$ cat config.mk
export PLATFORM = sky130hd
export DESIGN_NAME = if_id_skid_stage
export DESIGN_NICKNAME = d
export VERILOG_FILES = /design/src/rtl/pipe_pkg.sv /design/src/rtl/pipe_slot.sv /design/src/rtl/if_id_skid_stage.sv
export SDC_FILE = /design/constraint.sdc
export NUM_CORES = 1
export LEC_CHECK = 0
export CAP_MARGIN = 20
export CELL_PAD_IN_SITES_DETAIL_PLACEMENT = 1
export CELL_PAD_IN_SITES_GLOBAL_PLACEMENT = 1
export CORE_ASPECT_RATIO = 1.25
export CORE_MARGIN = 1.5
export CORE_UTILIZATION = 35
export CTS_CLUSTER_DIAMETER = 30
export DETAILED_ROUTE_END_ITERATION = 12
export DONT_BUFFER_PORTS = 1
export PLACE_DENSITY = 0.63
export SYNTH_ARGS = -nofsm -noshare
export SYNTH_HDL_FRONTEND = slang
export SYNTH_SLANG_ARGS = --single-unit
$ cat constraint.sdc
create_clock -name clk -period 1.95 [get_ports clk]
set_input_delay 0.0975 -clock clk [delete_from_list [all_inputs] [get_ports clk]]
set_output_delay 0.0975 -clock clk [all_outputs]
set_load 0.05 [all_outputs]
$ cat src/rtl/pipe_pkg.sv
// Shared pipeline-stage definitions: stage FSM encoding, payload defaults and
// the {pc_next, instr} payload record reused by the later pipeline registers.
package pipe_pkg;

    localparam int          PC_W_DEFAULT      = 32;
    localparam int          INSTR_W_DEFAULT   = 32;
    localparam logic [31:0] NOP_INSTR_DEFAULT = 32'h0000_0000;

    // The encoding doubles as the entry count, so occupancy is the state itself.
    typedef enum logic [1:0] {
        ST_EMPTY = 2'd0,
        ST_ONE   = 2'd1,
        ST_FULL  = 2'd2
    } stage_state_e;

    typedef struct packed {
        logic [PC_W_DEFAULT-1:0]    pc_next;
        logic [INSTR_W_DEFAULT-1:0] instr;
    } if_id_payload_t;

endpackage

$ cat src/rtl/pipe_slot.sv
// One pipeline storage slot: payload register plus valid bit, with a load
// control and a clear that returns the payload to its idle (NOP) value.
module pipe_slot #(
    parameter int           W       = 64,
    parameter logic [W-1:0] CLR_VAL = '0
) (
    input  logic         clk,
    input  logic         reset,
    input  logic         load,
    input  logic         clear,
    input  logic [W-1:0] d,
    output logic [W-1:0] q,
    output logic         v
);

    logic [W-1:0] data_d, data_q;
    logic         v_d, v_q;

    always_comb begin
        data_d = data_q;
        v_d    = v_q;
        if (clear) begin
            data_d = CLR_VAL;
            v_d    = 1'b0;
        end else if (load) begin
            data_d = d;
            v_d    = 1'b1;
        end
    end

    // NOTE: the payload is reset too, not just the valid bit, so the idle NOP
    // is driven downstream from the first reset and never an X.
    always_ff @(posedge clk) begin
        if (!reset) begin
            data_q <= CLR_VAL;
            v_q    <= 1'b0;
        end else begin
            data_q <= data_d;
            v_q    <= v_d;
        end
    end

    assign q = data_q;
    assign v = v_q;

endmodule

$ cat src/rtl/if_id_skid_stage.sv
// IF/ID pipeline stage with a two-entry skid buffer, valid/ready on both
// sides, a global stall (enable) and a flush that leaves a NOP bubble.
module if_id_skid_stage
    import pipe_pkg::*;
#(
    parameter int                 PC_W      = PC_W_DEFAULT,
    parameter int                 INSTR_W   = INSTR_W_DEFAULT,
    parameter logic [INSTR_W-1:0] NOP_INSTR = INSTR_W'(NOP_INSTR_DEFAULT)
) (
    input  logic               clk,
    input  logic               reset,
    input  logic               enable,
    input  logic               flush,
    input  logic               in_valid,
    output logic               in_ready,
    input  logic [PC_W-1:0]    in_pc_next,
    input  logic [INSTR_W-1:0] in_instr,
    output logic               out_valid,
    input  logic               out_ready,
    output logic [PC_W-1:0]    out_pc_next,
    output logic [INSTR_W-1:0] out_instr,
    output logic [1:0]         occupancy
);

    localparam int           W       = PC_W + INSTR_W;
    localparam logic [W-1:0] IDLE_WD = {{PC_W{1'b0}}, NOP_INSTR};

    stage_state_e state_d, state_q;
    logic [W-1:0] main_q, skid_q, main_in;
    logic         main_v, skid_v;
    logic         main_load, main_clear, main_from_skid;
    logic         skid_load, skid_clear;
    logic         in_fire, out_fire;

    assign in_ready = enable & ~skid_v;
    assign in_fire  = in_valid & in_ready;
    assign out_fire = main_v & out_ready & enable;
    assign main_in  = main_from_skid ? skid_q : {in_pc_next, in_instr};

    always_comb begin
        state_d        = state_q;
        main_load      = 1'b0;
        main_clear     = 1'b0;
        main_from_skid = 1'b0;
        skid_load      = 1'b0;
        skid_clear     = 1'b0;
        // Flush beats the stall: the bubble is inserted even while frozen.
        if (flush) begin
            state_d    = ST_EMPTY;
            main_clear = 1'b1;
            skid_clear = 1'b1;
        end else if (enable) begin
            case (state_q)
                ST_EMPTY: begin
                    if (in_fire) begin
                        main_load = 1'b1;
                        state_d   = ST_ONE;
                    end
                end
                ST_ONE: begin
                    if (in_fire && out_fire) begin
                        main_load = 1'b1;
                    end else if (in_fire) begin
                        skid_load = 1'b1;
                        state_d   = ST_FULL;
                    end else if (out_fire) begin
                        main_clear = 1'b1;
                        state_d    = ST_EMPTY;
                    end
                end
                ST_FULL: begin
                    if (out_fire) begin
                        main_load      = 1'b1;
                        main_from_skid = 1'b1;
                        skid_clear     = 1'b1;
                        state_d        = ST_ONE;
                    end
                end
                default: begin
                    state_d = ST_EMPTY;
                end
            endcase
        end
    end

    always_ff @(posedge clk) begin
        if (!reset) state_q <= ST_EMPTY;
        else        state_q <= state_d;
    end

    pipe_slot #(.W(W), .CLR_VAL(IDLE_WD)) u_main (
        .clk   (clk),
        .reset (reset),
        .load  (main_load),
        .clear (main_clear),
        .d     (main_in),
        .q     (main_q),
        .v     (main_v)
    );

    pipe_slot #(.W(W), .CLR_VAL(IDLE_WD)) u_skid (
        .clk   (clk),
        .reset (reset),
        .load  (skid_load),
        .clear (skid_clear),
        .d     ({in_pc_next, in_instr}),
        .q     (skid_q),
        .v     (skid_v)
    );

    assign out_valid   = main_v;
    assign out_pc_next = main_q[W-1:INSTR_W];
    assign out_instr   = main_q[INSTR_W-1:0];
    assign occupancy   = state_q;

endmodule
==> flow_summary.toml, run 1 <==
[status]
status = "complete, no violations"

[cells_and_area]
fin_nets = 727
syn_to_final_growth_pct = 27.21
drive_above_1_share = 0.09552
fin_area_mm2 = 0.007107
antenna_cells = 0

[drt]
ant_nets = 0
drt_pass1_iterations = 4
via_per_inst = 5.324
wl_per_cell_um = 17.91
wirelength_um = 15800
drc = 0
vias = 4696
drt-initial-drc-count = 221

[logic_synthesis]
ys.flop_type = "dfxtp_1"
synthDistinctLibCells = 28
async_flop_share = 0
syn_area_mm2 = 0.005587
ys_ff_latch = 132
syn_avg_cell_area_um2 = 9.249
syn_inst = 604
yosysWarnings = 0
ys_seq_area_frac = 0.4730
synth_nets = 674
synth_edf_count = 0

[sta]
slew_headroom = 0.6256
hold_viol_final = 0
tightest_slew_ns = 0.5608
min_period_ns = 1.780
max_freq_mhz = 561.8
setup_tns_ns = 0
fin_skew_ns = 0.01131
slew_violations = 0
rsz0062_at_grt = "false"
setup_viol = 0
min_period_over_period = 0.9127

[critical_path]
cp.arrival_ns = 2.10
ff2ff_setup_slack_ns = 0.17
worstPathRequired_ns = 2.27
cpMaxStageDelayCell = "dfxtp_2"
startpoint_type = "register"
cp_num_buf_inv = 2
critPathMaxFanout = 64
r2r_start = "occupancy[1]"
reg2reg_depth = 6
r2r-end = "u_main.q[2]"
worstSetupEndpointType = "register"
cp_cell_sequence = "buf_4 > nand3_1 > a211oi_4 > buf_12 > o21ai_0 > o211a_1"
crit_family = "compound AO/OA/AOI/OAI gates"
critPathKind = "register to register"
slowest_delay_ns = 0.32

[global_routing]
grt_max_degree = 65
grt_util_all_layers = 0.1943
grt_pass1_wl_um = 24790
antenna_found_initial = 0
grt_pass1_vias = 5017
overflow = 0

[power]
pwr_density_cell_mw_per_mm2 = 913.6
p_total_mw = 6.493
p_leak_nw = 3.327
ir_drop_v = 0.0005492

[place]
dpl.hpwl_um = 10060
place_congestion = 0.7340
placed_area_mm2 = 0.005789
portBuffers = 0

[floorplanning]
start_util = 0.3588
ios = 138
die_y_um = 144.3
die_w_um = 116
num_rows = 51
die_area_mm2 = 0.01673
core_mm2 = 0.01557

[clocking]
cts_max_level = 4
cts-root-buf = "clkbuf_16"
cts_num_sinks = 132
worstSkewPairLatency_ns = 0.43
cts_buffer_depth = 2
cts_tree = "yes"
clkSlewWorstSetupHoldPaths_ns = 0.06
cts_buffers = 17
post_cts_buffers = 0

[hold_path]
min_path_type = "input port to register"
min-delay-start = "in_instr[2]"
hold_end = "u_main.q[2]"
hold_path_depth = 3

[run]
maxCapViolations = 0
==> cell type report <==
type	instances	area, um^2
multi-input combinational	415	2649
timing repair buffer	90	915.9
clock inverter	11	148.9
clock buffer	21	480.5
inverter	1	3.754
sequential	132	2644
fill	1791	8463
tap	212	265.3
==> per-stage QoR <==
stage               hold WS, ns  utilization  cells  worst slack (ns)
floorplan                0.1880            -    604           0.06777
global placement         0.1982       0.3718    782            0.1716
detailed placement       0.2011       0.3718    782            0.1076
CTS                    0.003878       0.4560    882           0.09462
global route            0.01576       0.4564    882           0.03698
finish                  0.01556       0.4564    882            0.1702
==> where the power goes <==
| part | internal, mW | switching, mW | total [mW] | leakage [nW] |
|---|---|---|---|---|
| sequential | 2.72 | 0.0789 | 2.80 | 1.06 |
| clock | 2.15 | 1.22 | 3.36 | 0.302 |
| combinational | 0.164 | 0.167 | 0.331 | 1.96 |
| total | 5.03 | 1.46 | 6.49 | 3.33 |
==> kinds of logic after synthesis <==
kind of cell | synth area share
AO/OA/AOI/OAI | 0.2401
buffers and inverters | 0.06182
flip-flops | 0.4730
multiplexers | 0.1147
AND/OR/NAND/NOR | 0.1104
==> layout by cell type, fill, tap and decap left out, drive strengths merged, types with 2 or more instances in the layout <==
cell type / instances
a211oi: 2
a21oi: 66
buf: 22
bufinv: 3
clkbuf: 21
clkinv: 4
clkinvlp: 3
dfxtp: 132
dlygate4sd3: 68
inv: 2
mux2i: 64
nand2: 133
nand2b: 2
nor2: 4
nor3: 2
o211a: 64
o21ai: 65
==> sequential cells by signal (all words and copies together), names as in the netlist <==
name and flops:
occupancy 2, u_main.q 64, u_main.v 1, u_skid.q 64
u_skid.v 1
==> layer usage <==
| layer | GRT usage | routed length [um] | vias to the layer above |
|---|---|---|---|
| li1 | - | - | 2237 |
| met1 | 0.1986 | 6294 | 2334 |
| met2 | 0.3554 | 8311 | 105 |
| met3 | 0.06454 | 920 | 20 |
| met4 | 0.08729 | 270 | 0 |
| met5 | 0 | 0 | - |
==> repair_timing <==
| action | in CTS | in global routing |
|---|---|---|
| resized for setup | 0 | 2 |
| endpoints found under the hold margin | 129 | 0 |
| endpoints found under the setup margin | 0 | 40 |
| hold buffers | 68 | 0 |
==> how the worst max path moves through the flow <==
stage / cells after the start / from / slack [ns] / to
4_1_cts: 6 / occupancy[1] / 0.09 / u_skid.q[20]
6_report: 6 / occupancy[1] / 0.17 / u_main.q[2]
2_1_floorplan: 6 / occupancy[0] / 0.07 / u_main.q[18]
3_3_place_gp: 6 / occupancy[1] / 0.17 / u_skid.q[20]
5_1_grt: 6 / occupancy[1] / 0.04 / u_skid.q[10]
3_5_place_dp: 6 / occupancy[1] / 0.11 / u_skid.q[20]
==> worst reg2reg max path, delay by kind of cell (launching register included) <==
kind,cells,cell delay (ns)
AOI/OAI and AO/OA,3,0.62
buffers and inverters,2,0.55
DFF,1,0.32
and+or+nand+nor,1,0.18
==> synthesized netlist by cell type (all sizes together) (2+ instances only) <==
cell type  instances  area [um^2]
nand2            133        499.2
mux2i             64        640.6
a211oi             2        15.01
nor3               2        10.01
clkbuf            21        78.83
dfxtp            132         2643
nor2               4        15.01
a21oi             66        330.3
o211a             64        640.6
nand2b             2        12.51
o21ai             65        325.3
buf               35        262.8
(Power assumes the default switching activity.)
==> run 2, diff against run 1 <==
CTS_CLUSTER_SIZE = 14   (was unset)
SLEW_MARGIN = 20   (was unset)
clock period = 2 ns   (was 1.95 ns; I/O delays follow)
==> flow_summary.toml, run 2 (synthesis gave the netlist of run 1 again) <==
[sta]
setup_tns_ns = 0
hold_viol_final = 0
slew_headroom = 0.6265
fin_skew_ns = 0.006195
min_period_over_period = 0.9191
rsz0062_at_grt = "false"
hold_slack_ns = 0.02529
setup_viol = 0
max_freq_mhz = 544.0
min_period_ns = 1.838
slew_violations = 0
tightest_slew_ns = 0.5595

[clocking]
cts_tree = "yes"
cts-root-buf = "clkbuf_16"
worstSkewPairLatency_ns = 0.42
clkSlewWorstSetupHoldPaths_ns = 0.06
cts_max_level = 4
cts_num_sinks = 132
cts_buffer_depth = 2
ctsResizeCount = 0
cts_buffers = 17

[floorplanning]
core_mm2 = 0.01557
die_y_um = 144.3
start_util = 0.3588
num_rows = 51
ios = 138
die_area_mm2 = 0.01673
die_w_um = 116

[critical_path]
critPathKind = "register to register"
cp_cell_sequence = "buf_4 > nand3_1 > a211oi_4 > buf_4 > o21ai_0 > o211a_1"
critPathMaxFanout = 27
cp_num_buf_inv = 2
cpMaxStageDelayCell = "a211oi_4"
cp.arrival_ns = 2.14
worstPathRequired_ns = 2.30
slowest_delay_ns = 0.35
startpoint_type = "register"
crit_top_cell = "buf_4"
crit_family = "compound AO/OA/AOI/OAI gates"
worstSetupEndpointType = "register"

[run]
maxCapViolations = 0

[cells_and_area]
antenna_cells = 0
multi_input_area_mm2 = 0.002646
final_common_cell = "nand2_1"
drive_above_1_share = 0.09673
n_fill_cell = 1789
regArea_mm2 = 0.002644
fin_nets = 729
post-route-util = 0.4592
syn_to_final_growth_pct = 27.97
layout_common_cells = "133 x nand2_1, 131 x dfxtp_1, 68 x dlygate4sd3_1"

[drt]
ant_nets = 0
drc = 0
drt-initial-drc-count = 168
wirelength_um = 16150
vias = 4696
wl_per_cell_um = 18.26
via_per_inst = 5.312
drt_pass1_iterations = 4

[global_routing]
antenna_found_initial = 0
grt_pass1_wl_um = 25360
grt_util_all_layers = 0.1973
grt_max_degree = 51
grt_pass1_vias = 5137
overflow = 0

[status]
status = "complete, no violations"

[power]
pwr_density_cell_mw_per_mm2 = 899.6
ir_drop_v = 0.0005453
p_leak_nw = 3.344

[hold_path]
min_path_type = "input port to register"

[place]
portBuffers = 0
place_congestion = 0.7617
dpl.hpwl_um = 10500
==> run 2: layer usage <==
metal	vias up	global-route usage	share of wire
li1	2248	-	-
met1	2312	0.2037	0.40
met2	116	0.3687	0.53
met3	20	0.06496	0.060
met4	0	0.06868	0.015
met5	-	0	0
==> run 2: report_power, final <==
| part | leakage (nW) | internal [mW] | total, mW | switching (mW) |
|---|---|---|---|---|
| registers | 1.06 | 2.65 | 2.73 | 0.0775 |
| logic | 1.97 | 0.162 | 0.325 | 0.164 |
| clock network | 0.311 | 2.22 | 3.38 | 1.16 |
| total | 3.34 | 5.03 | 6.43 | 1.40 |
==> run 2: area by class of cell <==
class                           instances  area share
Multi-Input combinational cell        415      0.3701
Sequential cell                       132      0.3698
Inverter                                1   0.0005250
Clock inverter                         11     0.02433
Clock buffer                           21     0.06720
Tap cell                              212     0.03710
Timing Repair Buffer                   92      0.1309
==> run 2: worst register-to-register path, stage by stage (launching register included) <==
cell and delay [ns]:
dfxtp_2 0.33, buf_4 0.25, nand3_1 0.17, a211oi_4 0.35, buf_4 0.33, o21ai_0 0.16, o211a_1 0.14
==> run 2: final timing paths <==
check | startpoint | end | slack (ns) | depth (start not counted)
min | in_instr[1] | u_main.q[1] | 0.03 | 3
max reg2reg | occupancy[1] | u_main.q[2] | 0.16 | 6
min reg2reg | u_skid.q[31] | u_skid.q[31] | 0.46 | 2
max | occupancy[1] | u_main.q[2] | 0.16 | 6
==> run 2: per-stage QoR <==
step / setup WS, ns / total power [mW] / cells / cell area [um^2]
floorplan: 0.03151 / 2.923 / 604 / 5588
global placement: 0.2297 / 2.972 / 784 / 5814
global route: 0.04266 / 6.684 / 884 / 7149
finish: 0.1618 / 6.432 / 884 / 7149
CTS: 0.1583 / 6.538 / 884 / 7149
detailed placement: 0.1622 / 2.979 / 784 / 5814
==> run 2: repair_timing <==
action / 4_1_cts / 5_1_grt
setup buffers: 0 / 0
hold endpoints to repair: 128 / 0
hold buffers: 68 / 0
==> run 3, diff against run 2 <==
ABC_AREA = 1   (was unset)
PLACE_DENSITY = 0.67   (was 0.63)
==> flow_summary.toml, run 3 <==
[drt]
drt_pass1_iterations = 6
drc = 0
via_per_inst = 4.768
wirelength_um = 16290
ant_nets = 0
drt-initial-drc-count = 177
vias = 5464
wl_per_cell_um = 14.21

[place]
portBuffers = 0
post-place-ws_ns = 0.1804
dpl.hpwl_um = 10700
place_congestion = 0.8049
placed_cells = 1052

[global_routing]
grt_max_degree = 67
overflow = 0
grt_pass1_wl_um = 27460
gr-usage-met1 = 0.2139
grt_util_all_layers = 0.1945
grt_pass1_vias = 5781
met2_usage = 0.3514
use_met3 = 0.05560
antenna_found_initial = 0
grt.busiest_layer = "met2"

[sta]
setup_ws_ns = 0.2489
hold_slack_ns = 0.08760
tightest_slew_ns = 0.5686
min_period_over_period = 0.8755
slew_headroom = 0.6204
setup_tns_ns = 0
setup_viol = 0
rsz0062_at_grt = "false"
hold_viol_final = 0
min_period_ns = 1.751
slew_violations = 0
fin_skew_ns = 0.008908
max_freq_mhz = 571.1

[clocking]
cts_max_level = 4
cts_tree = "yes"
cts_buffers = 17
cts_num_sinks = 132
clkSlewWorstSetupHoldPaths_ns = 0.06
worstSkewPairLatency_ns = 0.41
cts-root-buf = "clkbuf_16"
cts_buffer_depth = 2

[power]
pwr_density_cell_mw_per_mm2 = 855.0
ir_drop_v = 0.0004420
p_leak_nw = 3.145

[cells_and_area]
antenna_cells = 0
drive_above_1_share = 0.07957
post-route-util = 0.4438
final_cells = 1146
fin_nets = 989
syn_to_final_growth_pct = 22.60
final_common_cell = "nand2_1"
layout_common_cells = "185 x nand2_1, 138 x inv_1, 136 x nor2_1"

[logic_synthesis]
ys_ff_latch = 132
synthTopCellsByArea = "dfxtp_1 45%, nand2_1 12%, inv_1 8.8%"
synth_edf_count = 0
yosysWarnings = 0
synth-simple-area-share = 0.2411
synth_nets = 946
ys.flop_type = "dfxtp_1"
yosysTopAreaCellShare = 0.4470
syn_avg_cell_area_um2 = 6.749
ys_seq_area_frac = 0.4470
synth_top_family_by_area = "simple AND/OR/NAND/NOR gates"
synth_compound_area_frac = 0.1647
muxShareOfSynthArea = 0
synthAdderAreaFrac = 0
synthDistinctLibCells = 18
async_flop_share = 0
synth_largest_area_cell = "dfxtp_1"
ys_top_cells_by_count = "185 x nand2_1, 138 x inv_1, 137 x nor2_1"
synth_xor_area_frac = 0
synth.most_common_cell = "nand2_1"
syn_inst = 876
syn_area_mm2 = 0.005912

[hold_path]
hold_path_depth = 4
hold_end = "u_main.q[44]"
min-delay-start = "in_pc_next[12]"
min_path_type = "input port to register"

[critical_path]
critPathMaxFanout = 31
startpoint_type = "register"
cp_num_buf_inv = 2
r2r-end = "u_main.q[39]"
worstPathRequired_ns = 2.30
critPathKind = "register to register"
cpMaxStageDelayCell = "dfxtp_1"
crit_top_cell = "nor2_1"
reg2reg_depth = 9
slowest_delay_ns = 0.35
crit_family = "simple AND/OR/NAND/NOR gates"
cp.arrival_ns = 2.05
ff2ff_setup_slack_ns = 0.25
r2r_start = "occupancy[0]"
worstSetupEndpointType = "register"
cp_cell_sequence = "inv_1 > nand2_1 > nor2_2 > nor2_1 > nand2_1 > nand2_4 > buf_6 > nor2_1 > nor2_1"

[floorplanning]
die_w_um = 119.2
num_rows = 52
start_util = 0.3620
ios = 138
die_y_um = 148.3
die_area_mm2 = 0.01768
core_mm2 = 0.01633

[run]
maxCapViolations = 0

[status]
status = "complete, no violations"
[run 3: worst max path at each step]
stage	startpoint	to	slack (ns)	depth (start not counted)
after floorplan	occupancy[0]	u_main.q[0]	0.25	9
after global placement	occupancy[0]	u_main.q[40]	0.31	10
after detailed placement	occupancy[0]	u_main.q[24]	0.18	10
after CTS	occupancy[0]	u_main.q[24]	0.17	10
after global routing	occupancy[0]	u_main.q[44]	0.08	10
final	occupancy[0]	u_main.q[39]	0.25	9
[run 3: per-stage QoR]
step | area, um^2 | power, mW
after floorplan | 5912 | 3.133
after global placement | 6055 | 3.197
after detailed placement | 6055 | 3.218
after CTS | 7241 | 6.297
after global routing | 7248 | 6.474
final | 7248 | 6.197
[run 3: cell type report]
class | instances | area (um^2)
Clock buffer | 25 | 495.5
Sequential cell | 132 | 2643
Inverter | 140 | 525.5
Fill cell | 2056 | 9082
Timing Repair Buffer | 79 | 835.8
Tap cell | 216 | 270.3
Multi-Input combinational cell | 549 | 2429
Clock inverter | 5 | 50.05
[run 3: timing repair]
| action | CTS | global route |
|---|---|---|
| setup buffers | 0 | 0 |
| endpoints found under the setup margin | 0 | 5 |
| endpoints found under the hold margin | 127 | 0 |
| hold buffers | 64 | 0 |
| gates resized for setup | 0 | 2 |
[run 3: worst register-to-register path, stage by stage (launching register included)]
cell and delay, ns:
dfxtp_1 0.35, inv_1 0.09, nand2_1 0.09, nor2_2 0.26, nor2_1 0.09, nand2_1 0.10
nand2_4 0.17, buf_6 0.25, nor2_1 0.18, nor2_1 0.07
[run 3: per-layer routing]
layer	wire length, um	up-vias
met5	0	-
met1	6847	2590
met2	8279	107
met4	344	0
met3	818	26
li1	-	2741
[run 3: logic make-up after synthesis]
logic type,after synthesis
flops,132
simple gates,355
compound gates,194
buf+inv,195
[run 3: where the power goes]
| part | total, mW | switching (mW) | internal (mW) | leakage [nW] |
|---|---|---|---|---|
| logic | 0.480 | 0.278 | 0.202 | 1.81 |
| clock network | 2.92 | 1.10 | 1.82 | 0.273 |
| registers | 2.80 | 0.132 | 2.67 | 1.07 |
